===== src/rtl/serial_subtractor.sv =====
// Multi-cycle WIDTH-bit subtractor, SLICE bits per clock, LSB first.
// Optional signed-overflow flag: define SERIAL_SUB_OVF_EN.
module serial_subtractor #(
    parameter int WIDTH = 8,
    parameter int SLICE = 1
) (
    input  logic             clk,
    input  logic             rst,
    input  logic             start,
    input  logic [WIDTH-1:0] input1,
    input  logic [WIDTH-1:0] input2,
    input  logic             Bin,
    output logic             busy,
    output logic             done,
    output logic [WIDTH-1:0] Diff,
    output logic             Borr
`ifdef SERIAL_SUB_OVF_EN
    ,
    output logic             Ovf
`endif
);

    localparam int STEPS = WIDTH / SLICE;
    localparam int CW    = (STEPS > 1) ? $clog2(STEPS) : 1;

    typedef enum logic [1:0] {
        IDLE = 2'd0,
        RUN  = 2'd1,
        DONE = 2'd2
    } state_t;

    state_t           state_q, state_d;
    logic [WIDTH-1:0] a_q, a_d;
    logic [WIDTH-1:0] b_q, b_d;
    logic [WIDTH-1:0] res_q, res_d;
    logic [WIDTH-1:0] diff_q, diff_d;
    logic             brw_q, brw_d;
    logic             borr_q, borr_d;
    logic [CW-1:0]    cnt_q, cnt_d;
    logic [SLICE:0]   sub;
    logic [WIDTH-1:0] res_sh;
`ifdef SERIAL_SUB_OVF_EN
    logic             amsb_q, amsb_d;
    logic             bmsb_q, bmsb_d;
    logic             ovf_q, ovf_d;
`endif

    // Low slice of the shifting operands minus the running borrow.
    assign sub = {1'b0, a_q[SLICE-1:0]}
               - {1'b0, b_q[SLICE-1:0]}
               - {{SLICE{1'b0}}, brw_q};

    // Result fills from the top so slice k lands in place after the last step.
    generate
        if (SLICE < WIDTH) begin : g_shift
            assign res_sh = {sub[SLICE-1:0], res_q[WIDTH-1:SLICE]};
        end else begin : g_whole
            assign res_sh = sub[SLICE-1:0];
        end
    endgenerate

    // Next-state and datapath updates for the IDLE/RUN/DONE sequence.
    always_comb begin
        state_d = state_q;
        a_d     = a_q;
        b_d     = b_q;
        res_d   = res_q;
        diff_d  = diff_q;
        brw_d   = brw_q;
        borr_d  = borr_q;
        cnt_d   = cnt_q;
`ifdef SERIAL_SUB_OVF_EN
        amsb_d  = amsb_q;
        bmsb_d  = bmsb_q;
        ovf_d   = ovf_q;
`endif
        unique case (state_q)
            IDLE: begin
                if (start) begin
                    a_d     = input1;
                    b_d     = input2;
                    brw_d   = Bin;
                    cnt_d   = '0;
                    res_d   = '0;
`ifdef SERIAL_SUB_OVF_EN
                    amsb_d  = input1[WIDTH-1];
                    bmsb_d  = input2[WIDTH-1];
`endif
                    state_d = RUN;
                end
            end
            RUN: begin
                a_d   = a_q >> SLICE;
                b_d   = b_q >> SLICE;
                brw_d = sub[SLICE];
                res_d = res_sh;
                cnt_d = cnt_q + CW'(1);
                if (cnt_q == CW'(STEPS - 1)) begin
                    diff_d  = res_sh;
                    borr_d  = sub[SLICE];
`ifdef SERIAL_SUB_OVF_EN
                    ovf_d   = (amsb_q != bmsb_q)
                           && (res_sh[WIDTH-1] != amsb_q);
`endif
                    state_d = DONE;
                end
            end
            DONE: begin
                state_d = IDLE;
            end
            default: begin
                state_d = IDLE;
            end
        endcase
    end

    // State and datapath registers; reset aborts any operation in flight.
    always_ff @(posedge clk) begin
        if (rst) begin
            state_q <= IDLE;
            a_q     <= '0;
            b_q     <= '0;
            res_q   <= '0;
            diff_q  <= '0;
            brw_q   <= 1'b0;
            borr_q  <= 1'b0;
            cnt_q   <= '0;
`ifdef SERIAL_SUB_OVF_EN
            amsb_q  <= 1'b0;
            bmsb_q  <= 1'b0;
            ovf_q   <= 1'b0;
`endif
        end else begin
            state_q <= state_d;
            a_q     <= a_d;
            b_q     <= b_d;
            res_q   <= res_d;
            diff_q  <= diff_d;
            brw_q   <= brw_d;
            borr_q  <= borr_d;
            cnt_q   <= cnt_d;
`ifdef SERIAL_SUB_OVF_EN
            amsb_q  <= amsb_d;
            bmsb_q  <= bmsb_d;
            ovf_q   <= ovf_d;
`endif
        end
    end

    assign busy = (state_q != IDLE);
    assign done = (state_q == DONE);
    assign Diff = diff_q;
    assign Borr = borr_q;
`ifdef SERIAL_SUB_OVF_EN
    assign Ovf  = ovf_q;
`endif

endmodule

===== config.mk =====
export PLATFORM = sky130hd
export DESIGN_NAME = serial_subtractor
export DESIGN_NICKNAME = d
export VERILOG_FILES = /design/src/rtl/serial_subtractor.sv
export SDC_FILE = /design/constraint.sdc
export NUM_CORES = 1
export LEC_CHECK = 0
export CELL_PAD_IN_SITES_DETAIL_PLACEMENT = 1
export CELL_PAD_IN_SITES_GLOBAL_PLACEMENT = 1
export CORE_ASPECT_RATIO = 0.7
export CORE_MARGIN = 8
export CORE_UTILIZATION = 38
export CTS_CLUSTER_SIZE = 24
export DETAILED_ROUTE_END_ITERATION = 8
export MAX_ROUTING_LAYER = met4
export PLACE_DENSITY = 0.88
export SLEW_MARGIN = 20
export SYNTH_ARGS = -nofsm -noshare
export SYNTH_HDL_FRONTEND = slang
export SYNTH_SLANG_ARGS = --single-unit

===== constraint.sdc =====
create_clock -name clk -period 1.8 [get_ports clk]
set_input_delay 0.36 -clock clk [delete_from_list [all_inputs] [get_ports clk]]
set_output_delay 0.36 -clock clk [all_outputs]
set_load 0.02 [all_outputs]

==> results of run 1 <==
[path summary, 6_finish.rpt]
kind / start / end / slack [ns]
max reg2reg: state_q[0] / a_q[3] / 0.22
max: Diff[7] / Diff[7] / 0.20
min: Diff[1] / Diff[1] / 0.46
min reg2reg: Diff[1] / Diff[1] / 0.46
[synth_stat cells (2+ instances only)]
cell	number	area share
o32ai_1	6	0.034
mux2i_1	8	0.051
nand2_1	17	0.041
nor2b_1	2	0.0080
nor2_1	24	0.058
clkbuf_1	3	0.0072
a22oi_1	8	0.038
a21oi_1	15	0.048
a221oi_2	2	0.019
buf_2	6	0.019
nand2b_1	10	0.040
dfxtp_1	38	0.49
ha_1	2	0.016
inv_2	2	0.0048
a32oi_1	2	0.011
nor3_1	2	0.0064
a211oi_1	7	0.034
[placed cells by master, fill, tap and decap left out, types with 6 or more instances in the layout]
cell type and n:
buf_4 8, dfxtp_1 36, clkdlybuf4s50_1 28, nor2_1 23
mux2i_1 8, a211oi_1 7, o32ai_1 6, nand2b_1 10
nand2_1 17, clkbuf_8 6, a21oi_1 15, a22oi_1 8
[per-stage QoR]
step                instances  utilization  area [µm²]
global placement          246        0.490        1920
detailed placement        246        0.490        1920
CTS                       254        0.528        2070
global route              254        0.529        2080
finish                    254        0.529        2080
floorplan                 168            -        1560
[per-layer routing]
metal	wire length, µm	up-vias	global-route usage	share of wire
li1	-	657	-	-
met1	1980	652	0.171	0.44
met2	2260	25	0.258	0.50
met3	204	10	0.0465	0.045
met4	96	0	0.0623	0.021
met5	0	-	-	0
[what timing repair did]
| action | in CTS | in global routing |
|---|---|---|
| endpoints found under the setup margin | 2 | 5 |
| resized for setup | 6 | 1 |
| gates cloned | 0 | 0 |
[sequential cells by signal, indices dropped and copies added, names as in the netlist]
signal	count
a_q	8
res_q	7
state_q	2
brw_q	1
Borr	1
Diff	8
b_q	8
cnt_q	3
[final cells by class]
cell class,instances,area (µm²),area share
flip-flops and latches,38,763,0.368
multi-input cells,115,736,0.354
repair buffers,38,358,0.172
clock buffers,6,82.6,0.0398
well taps,52,65.1,0.0313
clock inverters,2,60.1,0.0289
inverters,3,11.3,0.00542
[logic make-up (layout without fill, tap and decap cells)]
logic type                 Yosys count  count (layout)  share of synthesized area
DFF                                 38              38                      0.488
adders and majority gates            3               3                     0.0289
and+or+nand+nor                     60              60                      0.176
AOI/OAI and AO/OA                   44              44                      0.208
buffers and inverters               15              49                     0.0481
muxes                                8               8                     0.0513
[power by group through the flow]
stage	combinational, mW	sequential [mW]	clock, mW
after detailed placement	0.230	0.935	0
after floorplan	0.145	0.923	0
final	0.238	0.917	0.902
after global placement	0.217	0.931	0
after global routing	0.259	0.923	0.955
after CTS	0.237	0.917	0.917
==> impl_metrics.tcl, run 1 <==
set metrics [dict create \
    fmaxAchievable_ghz 0.626 \
    cp-end-kind "primary output" \
    detailed_placer_s_ending_hpwl_mm 3.16 \
    relSlewSlack 0.597 \
    setup_repair_after_global_routing_missed_its_margin "false" \
    cts_inserted_buffers 5 \
    detail_route.wl_per_cell_um 17.9 \
    drive_gt1_frac 0.129 \
    p_int_mw 1.59 \
    outcome "complete, no violations" \
    yosysWarnings 0 \
    cts_max_level 2 \
    timing.final.crit_share 0.887 \
    combPwrFrac 0.116 \
    post_synth_instance_area_um2 1560 \
    die_w_um 92.6 \
    post_synth.cell_area_avg_um2 9.29 \
    critPathArrivalTime_ns 1.24 \
    tritoncts "yes" \
    postSynthCellCount 168 \
    path_clk_slew_ns 0.07 \
    clock_sink_count 38 \
    crit_path_cell_trace "clkdlybuf4s50_1" \
    worst_hold_path_type "flop to flop" \
    static-leakage-power_nw 0.772 \
    grt_first_pass_wirelength_mm 7.65 \
    drt-vias-per-instance 5.29 \
    effective_utilization_at_floorplan 0.398 \
    number_of_antenna_violations_at_the_first_check_in_global_routing 0 \
    path_depth_of_the_worst_reg2reg_path 5 \
    postCtsSetupRepairBufs 0 \
    drt_iter0_drc 42 \
    post-layout-total-power_mw 2.06 \
    timing.critical_path.slowest_stage_cell "clkdlybuf4s50_1" \
    sequentialPowerShare 0.446 \
    seq_area_frac_synth 0.488 \
    fin_worst_hold_slack_ns 0.459 \
    drt_first_pass_iters 4 \
    post_cts_hold_buffers 0 \
    yosysUniqueCellTypes 31 \
    skew_ns 0.00653 \
    synth-async-reset-ratio 0 \
    layout_setup_ws_ns 0.203 \
    p_per_area_nw_per_um2 991 \
    worst-endpoint-required_ns 1.44 \
    path_max_fanout 2 \
    antenna_left 0 \
    worstHoldPathCells 2 \
    top_level_port_count 31 \
    die_height_um 69.6 \
    n_antenna_cell 0 \
    die_footprint_um2 6440 \
    area_delta_synth_final_pct 33.0 \
    grt_pass1_vias 1491 \
    final_net_count 224 \
    total_negative_slack_ns 0 \
    transition_time_at_the_pin_with_the_least_slew_margin_ns 0.603 \
    clockRootBuffer "clkbuf_8" \
    grt_max_degree 27 \
    p_sw_frac 0.225 \
    ctsLongestPathBuffers 2 \
    crit_path_start_kind "flop" \
    groute.usage.overall 0.156 \
    layout_min_cycle_time_ns 1.60 \
    routed-via-count 1344 \
    fill_cell_total_of_the_finished_layout 454 \
    net_load_switching_power_mw 0.462 \
    placement_rows 19 \
    power.share.clock 0.438 \
    ys_ff_latch 38 \
    cp.depth 1 \
    detail_route.wirelength_mm 4.55 \
    clk-insertion-delay-late_ns 0.30 \
    cp_top_family "buffers and inverters" \
    report.final.setup_viol 0 \
    worst-path-buf-inv 1 \
    final_weighted_congestion_in_routability_driven_placement 0.762 \
    post-route-drc-count 0 \
    final-max-slew-violation-count 0 \
    preCtsSetupSlack_ns -0.210 \
    max_cap_viol_count 0 \
    core_area_um2 3920 \
    irDropWorstVdd_mv 0.644 \
    synth_enable_flop_cells 0 \
    setup_cp_type "flop to primary output" \
    grt_overflow_total 0 \
    worst_path_largest_cell_delay_ns 0.60 \
    count_of_endpoints_failing_hold_in_the_final_timing_report 0 \
    placement.io_buffers 30 \
    mappedNetlistNets 191 \
    synth_flop_cell "dfxtp_1" \
]
Power figures use the tool's default switching activity.
==> inputs of run 2 (changes only) <==
- HOLD_SLACK_MARGIN: unset -> 0.15
==> results of run 2 <==
No change in the layout: final DEF, timing and power equal those of run 1.
